<file path="config.mk">
export PLATFORM = sky130hd
export DESIGN_NAME = clk_div_prog
export DESIGN_NICKNAME = d
export VERILOG_FILES = /design/src/rtl/clk_div_pkg.sv /design/src/rtl/clk_div_chan.sv /design/src/rtl/clk_div_prog.sv
export SDC_FILE = /design/constraint.sdc
export NUM_CORES = 1
export LEC_CHECK = 0
export BUFFER_PORTS_ARGS = -buffer_cell sky130_fd_sc_hd__buf_2
export CAP_MARGIN = 25
export CELL_PAD_IN_SITES_DETAIL_PLACEMENT = 0
export CELL_PAD_IN_SITES_GLOBAL_PLACEMENT = 2
export CORE_MARGIN = 3
export CORE_UTILIZATION = 36
export CTS_CLUSTER_SIZE = 30
export DETAILED_ROUTE_END_ITERATION = 8
export HOLD_SLACK_MARGIN = 0.15
export PLACE_DENSITY_LB_ADDON = 0.1
export SLEW_MARGIN = 20
export SYNTH_ARGS = -nofsm -noshare
export SYNTH_HDL_FRONTEND = slang
export SYNTH_SLANG_ARGS = --single-unit
</file>
<file path="constraint.sdc">
create_clock -name clkin -period 4.9 [get_ports clkin]
set_clock_uncertainty 0.15 [all_clocks]
set_input_delay 0 -clock clkin [delete_from_list [all_inputs] [get_ports clkin]]
set_output_delay 0 -clock clkin [all_outputs]
set_load 0.02 [all_outputs]
</file>
<file path="src/rtl/clk_div_pkg.sv">
// Shared types and constants for the programmable multi-channel clock divider.
package clk_div_pkg;

    typedef enum logic [1:0] {
        IDLE     = 2'd0,
        RUN      = 2'd1,
        STOPPING = 2'd2
    } state_t;

    localparam int DIV_MIN = 2;
    localparam int DIV_RST = 2;
    localparam int HI_RST  = 1;

endpackage

</file>
<file path="src/rtl/clk_div_chan.sv">
// One divider channel: run/stop FSM, period counter, active and pending divisor/high-count.
module clk_div_chan
    import clk_div_pkg::*;
#(
    parameter int W = 16
) (
    input  logic         clkin,
    input  logic         reset,
    input  logic         en,
    input  logic         load,
    input  logic         sync,
    input  logic [W-1:0] divisor,
    input  logic [W-1:0] high_cnt,
    output logic         clkout,
    output logic         tick,
    output logic         busy
);

    localparam logic [W-1:0] DMIN = W'(DIV_MIN);

    state_t       state_q, state_d;
    logic [W-1:0] cnt_q, cnt_d;
    logic [W-1:0] div_q, div_d;
    logic [W-1:0] hi_q, hi_d;
    logic [W-1:0] pdiv_q, pdiv_d;
    logic [W-1:0] phi_q, phi_d;
    logic         pend_v_q, pend_v_d;
    logic         clk_q, clk_d;
    logic         tick_q, tick_d;

    logic [W-1:0] div_in, cnt_inc, nxt_div, nxt_hi;
    logic         boundary, restart;

    assign div_in   = (divisor < DMIN) ? DMIN : divisor;
    assign cnt_inc  = cnt_q + 1'b1;
    assign boundary = (state_q != IDLE) && (cnt_q == div_q - 1'b1);
    assign restart  = (state_q != IDLE) && (boundary || sync);

    always_comb begin
        state_d  = state_q;
        cnt_d    = cnt_q;
        div_d    = div_q;
        hi_d     = hi_q;
        pdiv_d   = pdiv_q;
        phi_d    = phi_q;
        pend_v_d = pend_v_q;
        clk_d    = clk_q;
        tick_d   = 1'b0;
        nxt_div  = div_q;
        nxt_hi   = hi_q;

        // A load landing on a restart cycle bypasses pending and governs the next period.
        if (load) begin
            nxt_div = div_in;
            nxt_hi  = high_cnt;
        end else if (pend_v_q) begin
            nxt_div = pdiv_q;
            nxt_hi  = phi_q;
        end

        case (state_q)
            IDLE: begin
                cnt_d = '0;
                clk_d = 1'b0;
                if (load) begin
                    div_d    = div_in;
                    hi_d     = high_cnt;
                    pend_v_d = 1'b0;
                end
                if (en) begin
                    state_d = RUN;
                    clk_d   = (load ? high_cnt : hi_q) != '0;
                end
            end
            default: begin
                if (restart) begin
                    div_d    = nxt_div;
                    hi_d     = nxt_hi;
                    pend_v_d = 1'b0;
                    cnt_d    = '0;
                    if (boundary && !en) begin
                        state_d = IDLE;
                        clk_d   = 1'b0;
                    end else begin
                        state_d = en ? RUN : STOPPING;
                        clk_d   = nxt_hi != '0;
                    end
                end else begin
                    if (load) begin
                        pdiv_d   = div_in;
                        phi_d    = high_cnt;
                        pend_v_d = 1'b1;
                    end
                    state_d = en ? RUN : STOPPING;
                    cnt_d   = cnt_inc;
                    clk_d   = cnt_inc < hi_q;
                    tick_d  = cnt_inc == div_q - 1'b1;
                end
            end
        endcase
    end

    always_ff @(posedge clkin or posedge reset) begin
        if (reset) begin
            state_q  <= IDLE;
            cnt_q    <= '0;
            div_q    <= W'(DIV_RST);
            hi_q     <= W'(HI_RST);
            pdiv_q   <= W'(DIV_RST);
            phi_q    <= W'(HI_RST);
            pend_v_q <= 1'b0;
            clk_q    <= 1'b0;
            tick_q   <= 1'b0;
        end else begin
            state_q  <= state_d;
            cnt_q    <= cnt_d;
            div_q    <= div_d;
            hi_q     <= hi_d;
            pdiv_q   <= pdiv_d;
            phi_q    <= phi_d;
            pend_v_q <= pend_v_d;
            clk_q    <= clk_d;
            tick_q   <= tick_d;
        end
    end

    assign clkout = clk_q;
    assign tick   = tick_q;
    assign busy   = state_q != IDLE;

endmodule

</file>
<file path="src/rtl/clk_div_prog.sv">
// Multi-channel programmable clock divider; channels share only clkin, reset and sync.
module clk_div_prog
    import clk_div_pkg::*;
#(
    parameter int CH = 2,
    parameter int W  = 16
) (
    input  logic            clkin,
    input  logic            reset,
    input  logic [CH-1:0]   en,
    input  logic [CH-1:0]   load,
    input  logic [CH*W-1:0] divisor,
    input  logic [CH*W-1:0] high_cnt,
    input  logic            sync,
    output logic [CH-1:0]   clkout,
    output logic [CH-1:0]   tick,
    output logic [CH-1:0]   busy
);

    for (genvar g = 0; g < CH; g++) begin : g_ch
        clk_div_chan #(.W(W)) u_chan (
            .clkin    (clkin),
            .reset    (reset),
            .en       (en[g]),
            .load     (load[g]),
            .sync     (sync),
            .divisor  (divisor[g*W +: W]),
            .high_cnt (high_cnt[g*W +: W]),
            .clkout   (clkout[g]),
            .tick     (tick[g]),
            .busy     (busy[g])
        );
    end

endmodule

</file>
* Yosys cells after proc, flatten, opt, wreduce, memory -nomap -nowiden
Cells that the tools add are included.
** Operators by class
- Add/sub/neg operators :: 4
- Order comparisons :: 4
- Equality and inequality tests :: 10
- Mux-type cells :: 56
- Bitwise logic cells :: 4
- Reductions and logical operators :: 28
** Operators with widths (number)
- $mux 16 :: 26
- $eq 16x16->1 :: 4
- $reduce_bool 16->1 :: 4
- $add 16x1->16 const B :: 2
- $lt 16x16->1 :: 2
- $lt 16x2->1 const B :: 2
- $sub 16x1->16 const B :: 2
- $mux 1 :: 20
- $mux 2 :: 10
- $reduce_and 3->1 :: 4
- $reduce_bool 2->1 :: 6
- $ne 2x2->1 const B :: 4
- $logic_and 1x1->1 :: 6
- $ne 3x2->1 const B :: 2
- $logic_not 2->1 :: 2
- $not 1->1 :: 4
- $reduce_and 2->1 :: 2
- $logic_not 1->1 :: 2
- $logic_or 1x1->1 :: 2
** Storage, ports and cells
- Register bits :: 170
- Output and inout bits :: 6
- Logic and storage cells :: 124

* Depth between registers and ports, before layout
- Depth after elaboration :: 7
- Depth in mapped cells :: 16
- Gate-level depth less buffers :: 14

* By module
Synthesis repeated with hierarchy kept, for this count alone.
** Second synthesis, totals
- Cell total of the unflattened synthesis :: 1172
- Area total of the unflattened synthesis :: 11736.3 um2
** Modules (own cells, without submodules)
- clk_div_chan at g_ch[0].u_chan :: times used 1, cells each 599, area each 5988.2 um2
- clk_div_chan at g_ch[1].u_chan :: times used 1, cells each 573, area each 5748.0 um2

* Least setup slack after synthesis
No wires, ideal clock.
- Kind :: flip-flop to flip-flop
- Start :: reg g_ch[0].u_chan.div_q[0]
- End :: reg g_ch[0].u_chan.pdiv_q[0]
- Arrival time :: 3748 ps
- Required time :: 4625 ps
- Slack :: 877 ps
- Stages on the path, launching flop included :: 15
- Cells stage by stage :: dfrtp_1 -> inv_1 -> ha_1 -> buf_2 -> nor4b_1 -> mux2_2 -> o221ai_1 -> nand4_1 -> or4b_1 -> or3b_1 -> buf_2 -> and3_4 -> buf_6 -> buf_6 -> mux2_4
** On the way
- Word-level cells in the longest chain between the ends :: 7
** Ends and longest elaborated chain
- start, declared :: line clk_div_chan.sv:23 : logic [W-1:0] div_q, div_d;
- start signal, assigned :: line clk_div_chan.sv:107 : div_q <= W'(DIV_RST);
- start signal, assigned :: line clk_div_chan.sv:117 : div_q <= div_d;
- $sub 16x1->16 :: line clk_div_chan.sv:36 : assign boundary = (state_q != IDLE) && (cnt_q == div_q - 1'b1);
- $eq 16x16->1 :: line clk_div_chan.sv:36
- $logic_and 1x1->1 :: line clk_div_chan.sv:36
- $logic_or 1x1->1 :: line clk_div_chan.sv:37 : assign restart = (state_q != IDLE) && (boundary || sync);
- $logic_and 1x1->1 :: line clk_div_chan.sv:37
- $not 1->1 (no source line)
- $reduce_and 3->1 (no source line)
- end signal, assigned :: line clk_div_chan.sv:109 : pdiv_q <= W'(DIV_RST);
- end signal, assigned :: line clk_div_chan.sv:119 : pdiv_q <= pdiv_d;
- end, declared :: line clk_div_chan.sv:25 : logic [W-1:0] pdiv_q, pdiv_d;
No other way between the ends.
A chain may end at the register's enable or synchronous reset.

* Worst setup path in the final report
- Start :: reg g_ch[0].u_chan.div_q[0]
- End :: reg g_ch[0].u_chan.clk_q
** On the way
- Word-level cells in the longest chain between the ends :: 7
- Elaborated cells between the ends (all ways) :: 9
- Those cells by class :: 1 x add/sub; 1 x eq/ne; 3 x mux; 4 x reduce/logical
** Ends and longest elaborated chain
- $sub 16x1->16 * :: line clk_div_chan.sv:36
- $eq 16x16->1 * :: line clk_div_chan.sv:36
- $logic_and 1x1->1 * :: line clk_div_chan.sv:36
- $logic_and 1x1->1 / $logic_or 1x1->1 (equally long branches) :: line clk_div_chan.sv:81, clk_div_chan.sv:37
- $mux 1 / $logic_and 1x1->1 (equally long branches) :: line clk_div_chan.sv:81, clk_div_chan.sv:37
- $mux 1 * :: line clk_div_chan.sv:76 : if (restart) begin
- $mux 1 * :: line clk_div_chan.sv:61 : case (state_q)
- via g_ch[0].u_chan.clk_d :: line clk_div_chan.sv:28 : logic clk_q, clk_d;
- end signal, assigned :: line clk_div_chan.sv:122 : clk_q <= clk_d;
- end, declared :: line clk_div_chan.sv:28
The timed path passes the listed nets; every way through them passes the cells marked *.

==> metrics.txt <==
CTS tree yes; # IOs slightly below 80; top cell type by total area after synthesis dfrtp_1; RSZ-0062 raised after global routing no; Post-Syn Instances around 1200; Sink Count 170; Most used DFF post-synth dfrtp_1; post-synthesis xor/xnor area fraction under 10%; Antenna Violating Nets Remaining 0; worst hold path type primary input to register; top sig layer met4; status finished clean; combinational share of power 26.8%; Post-Synth Simple-Gate Area between 10% and 20%; Post-synth EDFFs 0; wire per inst about 19 µm; multiplexer area fraction after synthesis about 15%; Leakage ~6.3 nW; FF-to-FF End g_ch[0].u_chan.clkout; global route overflow 0; clk slew on worst S/H paths roughly 0.07 ns; register area share after synthesis around 37%; sw frac around a third; reg2reg path depth 12; largest family of logic cells by synthesized area simple AND/OR/NAND/NOR gates; most frequent cells in the layout dfrtp_1, nand2_1, buf_2; DRC violations left 0; DRT iter0 DRCs approximately 420; vias in the first global route around 9500; diodes inserted 0; post-CTS setup buffers 0; CP Data Required Time slightly above 5 ns; Setup violations, final 0; Final GP Congestion ~0.82; routed wl met3 791 µm; Synth Area in Compound Gates between 10% and 20%; drt first pass iters 5; async set-or-reset flop fraction in the synthesized netlist between 90% and 100%; Tcrit/Tclk final between 90 and 100%; Root Buffer clkbuf_16; Via Count 9260; clock share of power 32.9%; share of cells above drive strength 1 18.0%; DP HPWL 23.0 mm; DIE AREA around 34000 µm²; Yosys warning count 0; Die H about 190 µm; internal power ~3.2 mW; routed length on met1 roughly 15 mm; initial antenna violation count 0; Initial Util 37.1%; Core ar. 31100 µm²; Slew @ Worst Pin 0.977 ns; Net Switching roughly 1.5 mW; mapped cell area around 12000 µm²; Power Density about 340 nW/µm²; Worst VDD drop 0.000246 V; commonest non-fill, non-tap cell in the layout dfrtp_1; Hold Path Depth 3; Design Power 4.67 mW; DRT Wirelength 32.6 mm; hold_sp en[1]; Reg2Reg Setup Slack around 0.35 ns; total CTS buffers 17; WHS Endpoint g_ch[1].u_chan.state_q[1]; Syn Area/Cell 9.50 µm²; Flop pwr share around 40%; Critical Path Source Type register; Yosys top cell area share about a third; FMAX 220 MHz; final hold vios 0; Synth Area in Adders roughly 3.7%; I/O Buffers 76; final slew viol count 0; synth unique cells 67; number of synthesized register bits 170; critical path peak fanout 20; row count 64; Max clock buf depth 2; CP arrival 4.77 ns; die width 185 µm; # H-tree levels 4; Syn Nets 1322; P&R area growth vs syn 18.1%; Max Cap Viol 0; Rel. slew slack 34.9%; total length of routed met2 wires between 15 and 20 mm; first-pass GRT wire length 53.1 mm; dominant cells by area after synthesis dfrtp_1, mux2i_1, xnor2_1, mux2_2, nand2_1; largest net degree at the start of global routing 86; worst skew pair latency roughly 0.44 ns; Critical path origin g_ch[0].u_chan.div_q[0]; gr usage total 19.6%; origin of the critical flop-to-flop path g_ch[0].u_chan.div_q[0]; fin nets 1431; critical path class register to register; Crit. End Element register; vias per cell between 5 and 6; Setup Total Neg Slack 0 ns; min Tclk post-route approximately 4.5 ns
area by class of cell:
type | count | area, µm²
clock inverter | 11 | 194
sequential | 170 | 4260
inverter | 62 | 238
clock buffer | 21 | 450
fill | 3066 | 17500
timing repair buffer | 174 | 1310
tap | 396 | 495
multi-input combinational | 901 | 6700
critical path, cell delays in order, from the launching register on:
cell	delay [ns]
dfrtp_1	0.45
inv_1	0.09
ha_1	0.31
or4b_1	0.63
or4b_1	0.51
o221ai_1	0.09
nand4_1	0.11
or4b_2	0.65
nor3b_2	0.23
buf_4	0.32
a31oi_1	0.15
o32ai_1	0.20
dlygate4sd3_1	0.60
cells in the mapped netlist, types with 6 or more instances:
cell and number:
mux2_2 50, clkbuf_1 58, nor4_1 31, nand2b_1 10, nand3_1 21, xor2_1 37
ha_1 34, a31oi_1 10, a21o_1 7, buf_2 12, a311oi_1 16, buf_4 6
dfstp_2 8, dfrtp_1 162, or4_1 9, nand2_1 132, mux2i_1 70, inv_1 61
a211oi_1 6, nor2_1 66, o21a_1 18, o21ai_0 39, nor3_1 42, nor2b_1 10
or3_1 7, o221a_2 14, nand4_1 24, a21oi_1 34, o211a_1 29, and3_1 12
xnor2_1 72, mux2_4 30
power by group through the flow:
stage	combinational [mW]	sequential [mW]	clock, mW
after floorplan	1.01	1.78	0
after global placement	1.20	1.91	0
after detailed placement	1.21	1.91	0
after CTS	1.26	1.89	1.59
after global routing	1.40	1.92	1.64
final	1.25	1.88	1.54
cell families (layout without fill, tap and decap cells):
kind of cell	Yosys count	count (layout)
and+or+nand+nor	395	395
AOI/OAI and AO/OA	211	211
DFF	170	170
muxes	150	150
buffers and inverters	146	268
xor gates and xnor gates	111	111
adders and majority gates	34	34
worst max path at each step:
stage	endpoint	slack, ns	cells past startpoint
floorplan	g_ch[0].u_chan.clkout	0.16	1
global placement	g_ch[0].u_chan.div_q[11]	0.78	11
detailed placement	g_ch[0].u_chan.div_q[3]	0.71	11
CTS	g_ch[0].u_chan.clkout	0.38	12
global route	g_ch[0].u_chan.clkout	0.12	12
finish	g_ch[0].u_chan.clkout	0.35	12
state kept, by name (all words and copies together) (netlist names):
signal	count
g_ch.u_chan.div_q	32
g_ch.u_chan.pdiv_q	32
g_ch.u_chan.clkout	2
g_ch.u_chan.hi_q	32
g_ch.u_chan.cnt_q	32
g_ch.u_chan.pend_v_q	2
g_ch.u_chan.phi_q	32
g_ch.u_chan.state_q	4
g_ch.u_chan.tick	2
metrics by stage:
step	utilization, %	hold slack, ns	std cells	area [µm²]	setup slack [ns]
after global routing	43.8	0.177	1735	13700	0.116
final	43.8	0.180	1735	13700	0.352
after CTS	43.8	0.154	1733	13600	0.384
after detailed placement	39.3	-0.00891	1626	12200	0.711
after floorplan	-	-0.0765	1217	11600	0.160
after global placement	39.3	-0.0102	1626	12200	0.776
routing by layer:
layer  track usage, %  up-vias
li1                 -     4574
met1             25.9     4552
met2             34.2      119
met3             3.00       15
met4             3.72        0
met5                0        -
repair_timing:
action	4_1_cts	5_1_grt
gates resized for setup	0	0
hold buffers	75	0
endpoints found under the hold margin	225	0
Note: power is estimated with default switching activity, not from simulation.
